$ cat src/rtl/uart_sender_if.sv
// CPU-side write port and serial-line outputs of the UART transmitter.
// The CPU (master) writes bytes; the transmitter (slave) reports FIFO and line status.
interface uart_sender_if;
   logic       wr_en;
   logic [7:0] wr_data;
   logic       full;
   logic       busy;
   logic       tx;
   logic       send_done;

   modport master (
      output wr_en, wr_data,
      input  full, busy, tx, send_done
   );

   modport slave (
      input  wr_en, wr_data,
      output full, busy, tx, send_done
   );
endinterface

$ cat src/rtl/uart_sender.sv
// 8N1 UART transmitter fed by a small byte FIFO; tx and send_done are registered.
// One frame = start bit, 8 data bits LSB first, stop bit, each CLKS_PER_BIT clocks long.
module uart_sender #(
   parameter int CLKS_PER_BIT = 5208,
   parameter int FIFO_DEPTH   = 4
) (
   input  logic         clk,
   input  logic         reset,
   uart_sender_if.slave bus
);
   localparam int          AW        = $clog2(FIFO_DEPTH);
   localparam logic [15:0] BAUD_LAST = 16'(CLKS_PER_BIT - 1);
   localparam logic [AW:0] CNT_FULL  = (AW + 1)'(FIFO_DEPTH);

   typedef enum logic [1:0] {IDLE, START, DATA, STOP} state_t;

   state_t        state_q, state_d;
   logic [15:0]   baud_q, baud_d;
   logic [2:0]    bit_q, bit_d;
   logic [7:0]    shift_q, shift_d;
   logic          tx_q, tx_d;
   logic          done_q, done_d;
   logic [AW-1:0] wr_ptr_q, wr_ptr_d;
   logic [AW-1:0] rd_ptr_q, rd_ptr_d;
   logic [AW:0]   count_q, count_d;
   logic [7:0]    mem_q [FIFO_DEPTH];

   logic empty, full, push, pop, baud_end;

   assign empty    = (count_q == '0);
   assign full     = (count_q == CNT_FULL);
   // A pop on the same edge frees a slot, so a write while full is still accepted.
   assign pop      = (state_q == IDLE) && !empty;
   assign push     = bus.wr_en && (!full || pop);
   assign baud_end = (baud_q == BAUD_LAST);

   always_comb begin
      wr_ptr_d = wr_ptr_q;
      rd_ptr_d = rd_ptr_q;
      count_d  = count_q;
      if (push) wr_ptr_d = wr_ptr_q + 1'b1;
      if (pop)  rd_ptr_d = rd_ptr_q + 1'b1;
      case ({push, pop})
         2'b10:   count_d = count_q + 1'b1;
         2'b01:   count_d = count_q - 1'b1;
         default: count_d = count_q;
      endcase
   end

   always_comb begin
      state_d = state_q;
      baud_d  = baud_q;
      bit_d   = bit_q;
      shift_d = shift_q;
      tx_d    = tx_q;
      done_d  = 1'b0;
      case (state_q)
         IDLE: begin
            tx_d   = 1'b1;
            baud_d = '0;
            if (pop) begin
               shift_d = mem_q[rd_ptr_q];
               bit_d   = '0;
               tx_d    = 1'b0;
               state_d = START;
            end
         end
         START: begin
            if (baud_end) begin
               baud_d  = '0;
               tx_d    = shift_q[0];
               state_d = DATA;
            end else begin
               baud_d = baud_q + 16'd1;
            end
         end
         DATA: begin
            if (baud_end) begin
               baud_d = '0;
               if (bit_q == 3'd7) begin
                  tx_d    = 1'b1;
                  state_d = STOP;
               end else begin
                  // tx is registered, so it takes the bit that lands in shift[0] after this shift.
                  shift_d = shift_q >> 1;
                  tx_d    = shift_q[1];
                  bit_d   = bit_q + 3'd1;
               end
            end else begin
               baud_d = baud_q + 16'd1;
            end
         end
         STOP: begin
            if (baud_end) begin
               baud_d  = '0;
               done_d  = 1'b1;
               state_d = IDLE;
            end else begin
               baud_d = baud_q + 16'd1;
            end
         end
         default: state_d = IDLE;
      endcase
   end

   always_ff @(posedge clk or negedge reset) begin
      if (!reset) begin
         state_q  <= IDLE;
         baud_q   <= '0;
         bit_q    <= '0;
         tx_q     <= 1'b1;
         done_q   <= 1'b0;
         wr_ptr_q <= '0;
         rd_ptr_q <= '0;
         count_q  <= '0;
      end else begin
         state_q  <= state_d;
         baud_q   <= baud_d;
         bit_q    <= bit_d;
         tx_q     <= tx_d;
         done_q   <= done_d;
         wr_ptr_q <= wr_ptr_d;
         rd_ptr_q <= rd_ptr_d;
         count_q  <= count_d;
      end
   end

   // Payload storage carries no reset; pointers and count decide what is valid.
   always_ff @(posedge clk) begin
      shift_q <= shift_d;
      if (push) mem_q[wr_ptr_q] <= bus.wr_data;
   end

   assign bus.tx        = tx_q;
   assign bus.send_done = done_q;
   assign bus.full      = full;
   assign bus.busy      = !empty || (state_q != IDLE);
endmodule
$ cat src/flat_wrapper.sv
// flat-port wrapper written by rule: the top's interface ports become plain ports
module uart_sender_flat 
#(
   parameter int CLKS_PER_BIT = 5208,
   parameter int FIFO_DEPTH   = 4
)
  (clk, reset, bus_wr_en, bus_wr_data, bus_full, bus_busy, bus_tx, bus_send_done);
  uart_sender_if bus_i ();
  input  logic clk;
  input  logic reset;
  input wire logic [$bits(bus_i.wr_en)-1:0] bus_wr_en;
  input wire logic [$bits(bus_i.wr_data)-1:0] bus_wr_data;
  output wire logic [$bits(bus_i.full)-1:0] bus_full;
  output wire logic [$bits(bus_i.busy)-1:0] bus_busy;
  output wire logic [$bits(bus_i.tx)-1:0] bus_tx;
  output wire logic [$bits(bus_i.send_done)-1:0] bus_send_done;
  assign bus_i.wr_en = bus_wr_en;
  assign bus_i.wr_data = bus_wr_data;
  assign bus_full = bus_i.full;
  assign bus_busy = bus_i.busy;
  assign bus_tx = bus_i.tx;
  assign bus_send_done = bus_i.send_done;
  uart_sender #(.CLKS_PER_BIT(CLKS_PER_BIT), .FIFO_DEPTH(FIFO_DEPTH)) u_core (.clk(clk), .reset(reset), .bus(bus_i));
endmodule
$ cat config.mk
export PLATFORM = sky130hd
export DESIGN_NAME = uart_sender_flat
export DESIGN_NICKNAME = d
export VERILOG_FILES = /design/src/rtl/uart_sender_if.sv /design/src/rtl/uart_sender.sv /design/src/flat_wrapper.sv
export SDC_FILE = /design/constraint.sdc
export NUM_CORES = 1
export LEC_CHECK = 0
export BUFFER_PORTS_ARGS = -buffer_cell sky130_fd_sc_hd__buf_2
export CAP_MARGIN = 15
export CORE_ASPECT_RATIO = 0.6
export CORE_UTILIZATION = 55
export DETAILED_ROUTE_END_ITERATION = 12
export PLACE_DENSITY = 0.71
export SKIP_CTS_REPAIR_TIMING = 1
export SYNTH_ARGS = -nofsm -noshare
export SYNTH_HDL_FRONTEND = slang
export SYNTH_SLANG_ARGS = --single-unit
$ cat constraint.sdc
create_clock -name clk -period 5.45 [get_ports clk]
set_input_delay 0.2725 -clock clk [delete_from_list [all_inputs] [get_ports clk]]
set_output_delay 0.2725 -clock clk [all_outputs]
set_load 0.02 [all_outputs]
==> impl_metrics.json, run 1 <==
{
  "critPathLaunchType": "register",
  "rows": 21,
  "cts_sinks": 70,
  "ff2ff_path_depth": 9,
  "synth_cell_type_count": 50,
  "worstPathArrival_ps": 2990,
  "crit_path_end_kind": "register",
  "place_hpwl_um": 4080,
  "cp_slowest_cell": "ha_1",
  "hold_viol": 29,
  "syn_inst": 254,
  "die_area_um2": 6430,
  "fmax_mhz": 360,
  "setup_viol": 0,
  "post-route-period-util_pct": 50.9,
  "gp_congestion": 0.813,
  "synth_nets": 279,
  "cts_tree": "yes",
  "gr-total-overflow": 0,
  "die_x_um": 103,
  "io_buffers": 14,
  "area_growth_pct": 10.1,
  "drc_errors": 0,
  "cts_root_buffer": "clkbuf_8",
  "num_antenna_cells": 0,
  "place_ws_ps": 2690,
  "cts_max_path_buffers": 2,
  "holdWs_ps": -29.3,
  "irDropWorstVdd_uv": 199,
  "r2r_end": "u_core.count_q[2]$_DFFE_PN0P_",
  "worstMarginPinSlew_ps": 807,
  "fin_skew_ps": 8.06,
  "antenna_found_initial": 0,
  "wl_per_cell_um": 16.1,
  "layout.nets": 294,
  "maxSlewHeadroom_pct": 46.2,
  "grt_pass1_vias": 1750,
  "postSynthAreaPerCell_um2": 13.2,
  "synthTopCellsByCount": "40 x edfxtp_1, 29 x dfrtp_1, 23 x nor2_1",
  "async_flop_share_pct": 42.9,
  "drive_above_1_share_pct": 21.2,
  "cap_violations": 0,
  "r2r_start": "u_core.state_q[0]$_DFFE_PN0P_",
  "cts.clk_slew.worst_paths_ps": 80,
  "ys_ff_latch": 70,
  "hp-class": "input port to asynchronous set/reset pin",
  "required_ps": 5660,
  "dr.pass1.iters": 4,
  "grtUsageTotal_pct": 20.3,
  "vias": 1972,
  "design.core.area_um2": 5730,
  "final_max_slew_viol_count": 0,
  "p_per_area_nw_per_um2": 517,
  "routed_wl_um": 5710,
  "die_h_um": 62.5,
  "status": "finished with violations",
  "final.setup.worst_slack_ps": 2680,
  "tns_ps": 0,
  "synth.top_cell.area_share_pct": 35.8,
  "final_util_pct": 64.5,
  "synth_area_um2": 3350,
  "via_per_inst": 5.57,
  "grt_max_degree": 31,
  "netlist_top_cells_area": "edfxtp_1 36%, dfrtp_1 22%, mux4_2 5.4%, ha_1 4.8%, mux2_2 3.0%",
  "yosys_most_used_dff": "edfxtp_1",
  "slowest_delay_ps": 440,
  "ys_seq_area_share_pct": 58.2,
  "path_cells": "inv_1 -> ha_1 -> o31ai_1 -> or2_2 -> fa_1 -> nand2b_1 -> o221ai_1 -> o31a_1 -> o21ai_0",
  "rsz0062_at_grt": "false",
  "grt_pass1_wl_um": 9320,
  "htreeDepth": 3,
  "synth_area_leader_cell": "edfxtp_1",
  "fin_crit_ps": 2770,
  "yosys_warnings": 0,
  "p_leak_nw": 1.42,
  "synth_edf_count": 40,
  "start_util_pct": 58.6,
  "num_io_pins": 15,
  "drt_first_iter_violations": 163,
  "violations": "negative hold slack",
  "crit_type": "register to register",
  "synth.most_common_cell": "edfxtp_1",
  "cts_inserted_buffers": 9,
  "cp_max_fo": 12,
  "rrSetupSlack_ps": 2680,
  "ant_nets": 0,
  "clk-insertion-delay-late_ps": 340
}
[final cells by class]
| cell class | instances | area, um^2 |
|---|---|---|
| clock buffer | 9 | 124 |
| clock inverter | 7 | 97.6 |
| fill | 460 | 2040 |
| inverter | 13 | 48.8 |
| multi-input combinational | 161 | 1300 |
| sequential | 70 | 1950 |
| tap | 80 | 100 |
| timing repair buffer | 14 | 70.1 |
[state kept, by name, indices dropped and copies added, names as in the netlist]
name and flops:
u_core.mem_q 32, u_core.baud_q 16, u_core.shift_q 8, u_core.bit_q 3
u_core.count_q 3, u_core.rd_ptr_q 2, u_core.state_q 2, u_core.wr_ptr_q 2
u_core.bus.send_done 1, u_core.bus.tx 1
[cells by family (layout without fill, tap and decap cells)]
logic type | after synthesis | count (layout) | share of synthesized area, %
xor gates and xnor gates | 19 | 19 | 4.96
and+or+nand+nor | 84 | 84 | 13.8
DFF | 70 | 70 | 58.2
adders and majority gates | 14 | 14 | 5.45
buffers and inverters | 23 | 43 | 3.06
muxes | 19 | 19 | 9.14
AOI/OAI and AO/OA | 25 | 25 | 5.33
[cell usage in the layout (no fill, tap or decap), drive strengths merged, types with 8 or more instances in the layout]
cell,instances
nor2,23
xor2,8
buf,14
inv,14
clkbuf,9
nand4,9
mux2,10
mux4,8
nand2,12
dfrtp,29
edfxtp,40
xnor2,11
ha,13
[how the worst max path moves through the flow]
stage	start	end	slack, ps	cells after the start
after floorplan	u_core.state_q[0]$_DFFE_PN0P_	u_core.count_q[2]$_DFFE_PN0P_	3020	10
after global placement	u_core.state_q[0]$_DFFE_PN0P_	u_core.count_q[2]$_DFFE_PN0P_	2810	9
after detailed placement	u_core.state_q[0]$_DFFE_PN0P_	u_core.count_q[2]$_DFFE_PN0P_	2690	9
after CTS	u_core.state_q[0]$_DFFE_PN0P_	u_core.count_q[2]$_DFFE_PN0P_	2680	9
after global routing	u_core.state_q[0]$_DFFE_PN0P_	u_core.count_q[2]$_DFFE_PN0P_	2450	9
final	u_core.state_q[0]$_DFFE_PN0P_	u_core.count_q[2]$_DFFE_PN0P_	2680	9
[routing by layer]
metal	global-route usage (%)	share of wire, %
met1	34.7	54
met2	23.6	39
met3	6.71	6.5
met4	5.81	0.93
met5	0	0
[report_power, final]
part / leakage, nW / switching [W] / internal (W)
logic: 0.557 / 0.000317 / 0.000294
registers: 0.760 / 0.000115 / 0.000727
clock network: 0.106 / 0.000195 / 0.000259
[per-stage QoR]
step                std cells  total power, W  hold WS (ps)  instance area (um^2)
CTS                       354         0.00192         -13.0                  3690
detailed placement        338         0.00147           360                  3470
finish                    354         0.00191         -29.3                  3690
floorplan                 254         0.00132         -23.1                  3350
global placement          338         0.00146           359                  3470
global route              354         0.00202          22.7                  3690
[worst max-delay path: cells and delay by family (launching register included)]
kind            cells  cell delay, ps
compound gates      4             680
fa+ha+maj           2             870
buf+inv             1             130
flops               1             430
simple gates        2             540
Power figures use the tool's default switching activity.
==> run 2: changes to the inputs <==
==> constraint.sdc (replaced) <==
create_clock -name clk -period 2.7 [get_ports clk]
set_input_delay 0.135 -clock clk [delete_from_list [all_inputs] [get_ports clk]]
set_output_delay 0.135 -clock clk [all_outputs]
set_load 0.02 [all_outputs]
==> run 2 against run 1 <==
- the run now ends clean
- routed wire length rose by 3.9%
- clock-buffer cell count grew 3
- sequential share of layout area fell by 0.71 points
- sequential cell count unchanged
- die area stayed put
- hold slack improved by 41 ps
- critical endpoint unchanged
- first-iteration DRC count shrank 36%
- non-clock buffer count up 6
==> impl_metrics.json, run 2 (synthesis gave the netlist of run 1 again) <==
{
  "place_hpwl_um": 4020,
  "clk-insertion-delay-late_ps": 340,
  "rows": 21,
  "hp-class": "input port to register",
  "reg_top3": "u_core.mem_q: 32 flops, u_core.baud_q: 16 flops, u_core.shift_q: 8 flops",
  "cts.clk_slew.worst_paths_ps": 70,
  "fin_crit_ps": 2330,
  "final_util_pct": 65.3,
  "num_io_pins": 15,
  "cts_tree": "yes",
  "final_max_slew_viol_count": 0,
  "worstPathArrival_ps": 2540,
  "layout.nets": 300,
  "tns_ps": 0,
  "design.core.area_um2": 5730,
  "htreeDepth": 3,
  "die_x_um": 103,
  "crit_type": "register to register",
  "final.setup.worst_slack_ps": 374,
  "fin_skew_ps": 6.36,
  "final_cell_mix": "40 x edfxtp_1, 29 x dfrtp_1, 23 x nor2_1",
  "start_util_pct": 58.6,
  "io_buffers": 14,
  "largest_reg_flops": 32,
  "via_per_inst": 5.60,
  "fillers": 470,
  "largest_register": "u_core.mem_q",
  "ant_nets": 0,
  "dr.pass1.iters": 4,
  "p_per_area_nw_per_um2": 1040,
  "grt_max_degree": 31,
  "grtUsageTotal_pct": 21.3,
  "setup_viol": 0,
  "place_ws_ps": 391,
  "cts_sinks": 70,
  "drc_errors": 0,
  "crit_path_end_kind": "register",
  "die_area_um2": 6430,
  "irDropWorstVdd_uv": 595,
  "area_growth_pct": 11.6,
  "grt_pass1_wl_um": 10100,
  "required_ps": 2920,
  "worstMarginPinSlew_ps": 847,
  "post-route-period-util_pct": 86.1,
  "die_h_um": 62.5,
  "cts_max_path_buffers": 2,
  "fmax_mhz": 430,
  "drive_above_1_share_pct": 21.8,
  "gp_congestion": 0.801,
  "rsz0062_at_grt": "false",
  "gr-total-overflow": 0,
  "drt_first_iter_violations": 104,
  "cap_violations": 0,
  "num_antenna_cells": 0,
  "grt_pass1_vias": 1933,
  "stdcell_area_um2": 3740,
  "status": "finished, final reports clean",
  "wl_per_cell_um": 16.5,
  "vias": 2016,
  "cts_root_buffer": "clkbuf_8",
  "cts_inserted_buffers": 9,
  "maxSlewHeadroom_pct": 43.6,
  "final_common_cell": "edfxtp_1",
  "antenna_found_initial": 0,
  "hold_viol": 0,
  "cp_max_fo": 5,
  "place_area_um2": 3490,
  "p_leak_nw": 1.45,
  "routed_wl_um": 5930,
  "critPathLaunchType": "register"
}
[run 2: cell types whose count changed in the layout (fill, tap and decap cells not counted)]
cell and delta:
clkbuf_8 +3, clkinv_2 -1, inv_6 -1, bufinv_16 -1, buf_4 +3, dlygate4sd3_1 +3
[run 2: stage by stage]
stage	std cells	total power [W]	hold WS, ps
after floorplan	254	0.00267	-161
after global placement	341	0.00298	224
after detailed placement	341	0.00302	226
after CTS	357	0.00391	-153
after global routing	360	0.00415	6.44
final	360	0.00389	11.2
[run 2: power breakdown]
| part | leakage (nW) | internal, W | switching (W) |
|---|---|---|---|
| Clock | 0.105 | 0.000504 | 0.000393 |
| Sequential | 0.760 | 0.00147 | 0.000238 |
| Combinational | 0.585 | 0.000626 | 0.000662 |
| Total | 1.45 | 0.00260 | 0.00129 |
[run 2: final cells by class]
cell class | count | area (um^2) | area share [%]
Sequential cell | 70 | 1950 | 52.2
Multi-Input combinational cell | 161 | 1300 | 34.7
Clock buffer | 12 | 165 | 4.41
Timing Repair Buffer | 20 | 123 | 3.28
Tap cell | 80 | 100 | 2.67
Clock inverter | 4 | 53.8 | 1.44
Inverter | 13 | 48.8 | 1.30
[run 2: layer usage]
metal  up-vias  wire, um  track usage, %
met3         2       532            7.16
li1        964         -               -
met2        71      2390            26.0
met5         -         0               0
met4         0        17            6.16
met1       979      2990            35.2
[run 2: path summary, 6_finish.rpt]
kind                                          startpoint                            end  slack, ps  cells past startpoint
max                        u_core.state_q[0]$_DFFE_PN0P_  u_core.count_q[2]$_DFFE_PN0P_        370                      9
max reg2reg                u_core.state_q[0]$_DFFE_PN0P_  u_core.count_q[2]$_DFFE_PN0P_        370                      9
max in group asynchronous                          reset     u_core.baud_q[3]$_DFF_PN0_       1870                      2
min                                       bus_wr_data[3]   u_core.mem_q[0][3]$_DFFE_PP_         10                      1
min in group asynchronous                          reset    u_core.bit_q[2]$_DFFE_PN0P_        380                      2
min reg2reg                   u_core.baud_q[0]$_DFF_PN0_     u_core.baud_q[0]$_DFF_PN0_        530                      1
[run 2: critical path, stage by stage, from the launching register on]
cell and delay [ps]:
dfrtp_1 430, inv_1 130, ha_1 200, o31ai_1 100
or2_2 310, fa_1 440, nand2b_1 190, o221ai_1 180
o31a_1 150, o21ai_0 70
